==> src/rtl/imem_pkg.sv <==
// Shared types, constants and address checks for the instruction memory
// access controller and its arbiter.
package imem_pkg;

    typedef enum logic [1:0] {
        ST_IDLE  = 2'd0,
        ST_READ  = 2'd1,
        ST_WRITE = 2'd2
    } state_t;

    localparam logic [31:0] NOP_WORD = 32'h0000_0000;

    // Legal means word aligned and no byte-address bits above the array size.
    function automatic logic addr_ok(input logic [31:0] addr, input int unsigned depth_log2);
        logic [31:0] hi;
        hi = addr >> (depth_log2 + 2);
        return (addr[1:0] == 2'b00) && (hi == 32'h0);
    endfunction

endpackage

==> src/rtl/imem_arb_prio.sv <==
// Fixed-priority fetch/load arbiter: the loader wins, except that a pending
// fetch is guaranteed a slot after MAX_LOAD_BURST consecutive load grants.
module imem_arb_prio #(
    parameter int MAX_LOAD_BURST = 4
) (
    input  logic       clk,
    input  logic       rst_n,
    input  logic       i_fetch_req,
    input  logic       i_load_req,
    output logic       o_grant_fetch,
    output logic       o_grant_load,
    output logic [3:0] o_burst_cnt
);

    logic [3:0] r_burst_cnt;
    logic       w_burst_full;

    assign w_burst_full = (r_burst_cnt == 4'(MAX_LOAD_BURST));

    // Grants are forced low while reset is held so every output reads zero.
    assign o_grant_load  = rst_n && i_load_req && !(i_fetch_req && w_burst_full);
    assign o_grant_fetch = rst_n && i_fetch_req && (!i_load_req || w_burst_full);
    assign o_burst_cnt   = r_burst_cnt;

    always_ff @(posedge clk or negedge rst_n) begin
        if (!rst_n) begin
            r_burst_cnt <= 4'd0;
        end else if (!i_fetch_req || o_grant_fetch) begin
            r_burst_cnt <= 4'd0;
        end else if (o_grant_load) begin
            r_burst_cnt <= r_burst_cnt + 4'd1;
        end
    end

endmodule

==> src/rtl/imem_access_ctrl.sv <==
// Single-port instruction memory access controller: shares the memory port
// between IF-stage reads and loader writes, flagging illegal addresses.
module imem_access_ctrl
    import imem_pkg::*;
#(
    parameter int DEPTH_LOG2     = 8,
    parameter int MAX_LOAD_BURST = 4
) (
    input  logic                  clk,
    input  logic                  rst_n,
    input  logic                  i_fetch_req,
    input  logic [31:0]           i_fetch_addr,
    output logic                  o_fetch_gnt,
    output logic                  o_fetch_valid,
    output logic [31:0]           o_fetch_rdata,
    output logic                  o_fetch_fault,
    input  logic                  i_load_req,
    input  logic [31:0]           i_load_addr,
    input  logic [31:0]           i_load_wdata,
    output logic                  o_load_gnt,
    output logic                  o_load_fault,
    output logic [DEPTH_LOG2-1:0] o_mem_addr,
    output logic                  o_mem_we,
    output logic [31:0]           o_mem_wdata,
    input  logic [31:0]           i_mem_rdata,
    output logic [1:0]            o_state
);

    // Handshake: a requester holds req (and its addr/wdata) steady until the
    // matching gnt is seen high at a rising edge; the access is taken then.

    state_t r_state;
    state_t w_state_nxt;

    logic       w_grant_fetch;
    logic       w_grant_load;
    logic [3:0] w_burst_cnt;
    logic       w_fetch_ok;
    logic       w_load_ok;
    logic       r_fetch_valid;
    logic       r_fetch_fault;

    imem_arb_prio #(
        .MAX_LOAD_BURST(MAX_LOAD_BURST)
    ) u_arb (
        .clk          (clk),
        .rst_n        (rst_n),
        .i_fetch_req  (i_fetch_req),
        .i_load_req   (i_load_req),
        .o_grant_fetch(w_grant_fetch),
        .o_grant_load (w_grant_load),
        .o_burst_cnt  (w_burst_cnt)
    );

    assign w_fetch_ok = addr_ok(i_fetch_addr, DEPTH_LOG2);
    assign w_load_ok  = addr_ok(i_load_addr, DEPTH_LOG2);

    always_ff @(posedge clk or negedge rst_n) begin
        if (!rst_n) begin
            r_state       <= ST_IDLE;
            r_fetch_valid <= 1'b0;
            r_fetch_fault <= 1'b0;
        end else begin
            r_state       <= w_state_nxt;
            r_fetch_valid <= w_grant_fetch;
            r_fetch_fault <= w_grant_fetch && !w_fetch_ok;
        end
    end

    // Every access occupies the port for one cycle, so arbitration runs in
    // every state and the next state only reflects which grant was issued.
    always_comb begin
        w_state_nxt  = ST_IDLE;
        o_fetch_gnt  = 1'b0;
        o_load_gnt   = 1'b0;
        o_load_fault = 1'b0;
        o_mem_addr   = '0;
        o_mem_we     = 1'b0;
        o_mem_wdata  = 32'h0;
        if (w_grant_fetch) begin
            w_state_nxt = ST_READ;
            o_fetch_gnt = 1'b1;
            if (w_fetch_ok) begin
                o_mem_addr = i_fetch_addr[DEPTH_LOG2+1:2];
            end
        end else if (w_grant_load) begin
            w_state_nxt  = ST_WRITE;
            o_load_gnt   = 1'b1;
            o_load_fault = !w_load_ok;
            if (w_load_ok) begin
                o_mem_we    = 1'b1;
                o_mem_addr  = i_load_addr[DEPTH_LOG2+1:2];
                o_mem_wdata = i_load_wdata;
            end
        end
    end

    // Memory read data arrives the cycle after the grant; faulted fetches
    // return a NOP instead of whatever word 0 holds.
    assign o_fetch_valid = r_fetch_valid;
    assign o_fetch_fault = r_fetch_fault;
    assign o_fetch_rdata = (r_fetch_valid && !r_fetch_fault) ? i_mem_rdata : NOP_WORD;
    assign o_state       = r_state;

endmodule

==> config.mk <==
export PLATFORM = sky130hd
export DESIGN_NAME = imem_access_ctrl
export DESIGN_NICKNAME = d
export VERILOG_FILES = /design/src/rtl/imem_pkg.sv /design/src/rtl/imem_arb_prio.sv /design/src/rtl/imem_access_ctrl.sv
export SDC_FILE = /design/constraint.sdc
export NUM_CORES = 1
export LEC_CHECK = 0
export ABC_AREA = 0
export CORE_MARGIN = 5
export CORE_UTILIZATION = 17
export DETAILED_ROUTE_END_ITERATION = 7
export PLACE_DENSITY_LB_ADDON = 0.12
export SYNTH_ARGS = -nofsm -noshare
export SYNTH_HDL_FRONTEND = slang
export SYNTH_SLANG_ARGS = --single-unit
==> constraint.sdc <==
create_clock -name clk -period 1.7 [get_ports clk]
set_input_delay 0.17 -clock clk [delete_from_list [all_inputs] [get_ports clk]]
set_output_delay 0.17 -clock clk [all_outputs]
set_load 0.005 [all_outputs]
==> key figures, run 1 <==
Route
  • Vias per inst: 4.253
  • Wirelength per Cell: 16.98 um
  • # DRC: 0
  • Final ANT Viol Nets: 0
  • Routed WL: 7.981 mm
  • Routed via count: 1999
  • DRT Pass-1 Iters: 4
  • Initial DRC count: 30

GRT
  • Total GRT Usage: 0.1768
  • GR met1 Demand/Resource: 0.1702
  • Number of global-route vias before repair: 1993
  • Met2 Usage GRT: 0.3361
  • Largest net degree at the start of global routing: 42
  • First-pass GRT wire length: 10.18 mm
  • Initial antenna violation count: 3
  • GR Overflow Total: 0
  • GR peak layer: met2
  • Met3 Usage GRT: 0.07001

Pwr
  • Flop pwr share: 0.203
  • VDD IR max: 162.1 uV
  • P per Cell Area: 232.2 nW/um2
  • Switching pwr: 185.0 uW
  • Gate power share: 0.529
  • P_int: 680.9 uW
  • Clock power frac: 0.268
  • Leak Pwr: 0.001822 uW
  • Switching share of power: 0.2136

Yosys
  • Post-synth net total: 269
  • Synth Area per Inst: 7.498 um2
  • Sequential element share of the synthesized area: 0.1731
  • Post-Synthesis Cells: 135
  • Syn. warnings: 0
  • Cell Area, Synth: 1012 um2
  • Number of synthesized register bits: 7
  • Synth unique cells: 24

Floorplan
  • Die W: 87.17 um
  • Core Box Area: 5851 um2
  • Boundary pin count: 212
  • # rows: 28
  • Initial Utilization: 0.1730
  • Die Y: 87.17 um
  • Die area: 7598 um2

Timing
  • Highest Clock Rate: 446.9 MHz
  • Clock Skews: 0.001747 ns
  • Setup violations, final: 44
  • Slew margin rel.: 0.7909
  • Final worst-path cycle share: 1.316
  • Worst Tran Pin Value: 0.3126 ns
  • RSZ-0062 raised after global routing: yes
  • Max-slew violation count: 0
  • Setup slack after layout: -0.5375 ns
  • Final min period: 2.238 ns
  • Final Hold Fails: 0

Setup path
  • Top delay family on crit path: simple AND/OR/NAND/NOR gates
  • Worst path slowest cell: dfrtp_1
  • Arr. time, crit path: 2.07 ns
  • R2R Path Start: u_arb.o_burst_cnt[0]$_DFFE_PN0P_
  • RR Endpoint: u_arb.o_burst_cnt[3]$_DFFE_PN0P_
  • Startpoint types: flop
  • R2r setup slk: 0.09 ns
  • Worst path bufs/invs: 4
  • Crit Path Max Fanout: 10
  • Worst path cell trace: inv_2 > ha_4 > and3b_2 > a21o_1 > nor3_4 > buf_6 > buf_8 > and2_1 > buf_2
  • Crit path launch: u_arb.o_burst_cnt[0]$_DFFE_PN0P_
  • Cells on worst reg2reg path: 8
  • CP Capture Type: output pin
  • Kind of critical path: flop to output pin
  • Slowest stage delay, CP: 0.35 ns
  • Worst endpoint required time: 1.53 ns

Clock tree
  • CTS tree: built
  • CTS root buffer: clkbuf_8
  • Worst-Skew Late Latency: 0.23 ns
  • Maximum buffer depth of the clock tree: 2
  • H-Tree Depth: 1
  • Sink Count: 7
  • Worst-path clk slew: 0.04 ns
  • TritonCTS buffer count: 3

Placement
  • Port Buffers: 211
  • Placed cells: 431
  • Final HPWL DP: 6.073 mm
  • Routability cong.: 0.9033
  • Worst slack, placed: -0.8205 ns

Hold path
  • Worst hold path type: primary input to asynchronous set/reset pin

Run status
  • Status: finished, violations left
  • Failing checks: setup timing

Layout
  • Post-layout util: 0.6373
  • Fill count: 517
  • Share of layout cells above drive strength 1: 0.3546
  • Nets: 527
  • Area added between synthesis and finish: 268.4%
  • Fin cells: 470

Job
  • Max-Cap Viols: 0
stage by stage:
stage	setup TNS, ns	instance area [um2]	hold WS [ns]	total power, uW
4_1_cts	-15.11	3485	0.2709	866.1
2_1_floorplan	0	1023	-0.1256	225.1
6_report	-20.34	3729	0.2680	865.9
3_3_place_gp	-32.77	3317	0.5108	602.9
3_5_place_dp	-33.22	3317	0.4963	606.7
5_1_grt	-24.16	3721	0.2881	909.5
logic make-up (layout without fill, tap and decap cells):
group	Yosys count	count (layout)	synth area share
simple gates	96	96	0.5760
buf+inv	14	270	0.08529
xor+xnor	2	2	0.01731
flops	7	7	0.1731
compound gates	14	15	0.1236
fa+ha+maj	2	2	0.02472
other cells	0	3	0
worst register-to-register path: cells and delay by family (launching register included):
family                   cells  cell delay, ns
buffers and inverters        3            0.32
flip-flops                   1            0.35
AO/OA/AOI/OAI                1            0.28
AND/OR/NAND/NOR              2            0.25
XOR/XNOR                     1            0.15
adder cells (fa/ha/maj)      1            0.15
synth_stat cells:
cell type | number | share of area
a211oi_1 | 2 | 0.015
buf_6 | 4 | 0.044
nor2_1 | 6 | 0.022
nand2_1 | 5 | 0.019
nand2b_1 | 1 | 0.0062
a32o_1 | 8 | 0.079
o21a_1 | 1 | 0.0074
a21oi_1 | 1 | 0.0049
nor3_1 | 1 | 0.0049
dfrtp_1 | 7 | 0.17
nand3_1 | 1 | 0.0049
ha_1 | 2 | 0.025
xnor2_1 | 2 | 0.017
nor2b_1 | 2 | 0.012
and2_1 | 64 | 0.40
buf_4 | 1 | 0.0074
and3b_1 | 1 | 0.0087
a21o_1 | 1 | 0.0074
nor3_4 | 1 | 0.016
clkbuf_1 | 4 | 0.015
inv_1 | 5 | 0.019
o211a_1 | 1 | 0.0099
nor4_1 | 12 | 0.074
nand4_1 | 2 | 0.012
flip-flops by register name, summed over array words and instances, names as in the netlist:
register / flops
u_arb.o_burst_cnt: 4
o_state: 2
o_fetch_fault: 1
placed cells by master, fill, tap and decap left out, types with 2 or more instances in the layout:
cell / instances
diode_2: 3
buf_2: 16
xnor2_1: 2
nor4_2: 4
inv_1: 4
clkdlybuf4s15_1: 2
buf_6: 40
dlygate4sd2_1: 37
and2_4: 24
dfrtp_1: 7
and2_1: 40
nand4_1: 2
buf_4: 29
nand2_1: 5
nor4_1: 8
dlymetal6s2s_1: 3
clkbuf_8: 3
o211a_4: 2
clkbuf_16: 3
a32o_1: 8
clkdlybuf4s50_1: 121
nor2_1: 5
clkbuf_2: 8
what timing repair did:
action	in CTS	in global routing
gates cloned	5	6
pin swaps	7	25
endpoints found under the setup margin	78	53
buffers inserted	15	7
gates resized for setup	195	104
hold buffers	0	0
metal layers:
metal,up-vias,routed length [um]
met5,-,0
met1,883,2700
li1,979,-
met4,0,191
met2,124,4146
met3,13,943
power groups by stage:
stage / Sequential (uW) / Combinational (uW) / Clock, uW
floorplan: 178 / 47.2 / 0
global placement: 177 / 426 / 0
detailed placement: 177 / 430 / 0
CTS: 175 / 453 / 238
global route: 175 / 488 / 246
finish: 175 / 458 / 232
worst max path at each step:
stage,cells past startpoint,slack [ns],to
final,9,-0.54,o_mem_wdata[23]
after global routing,9,-0.65,o_mem_addr[0]
after CTS,8,-0.71,o_mem_wdata[30]
after detailed placement,7,-0.82,o_mem_wdata[19]
after global placement,7,-0.81,o_mem_wdata[5]
after floorplan,7,0.0007,o_mem_addr[0]
final cells by class:
cell class | count | area [um2] | share of cell area
Antenna cell | 3 | 7.507 | 0.002013
Clock buffer | 4 | 45.04 | 0.01208
Inverter | 5 | 18.77 | 0.005034
Multi-Input combinational cell | 115 | 897.1 | 0.2406
Sequential cell | 7 | 175.2 | 0.04698
Tap cell | 75 | 93.84 | 0.02517
Timing Repair Buffer | 261 | 2491 | 0.6681
No activity file was read; power rests on OpenSTA's default activity.
==> inputs of run 2 (changes only) <==
- CTS_CLUSTER_SIZE: default -> 16
==> results of run 2 <==
Final layout, timing and power as in run 1 (identical DEF).
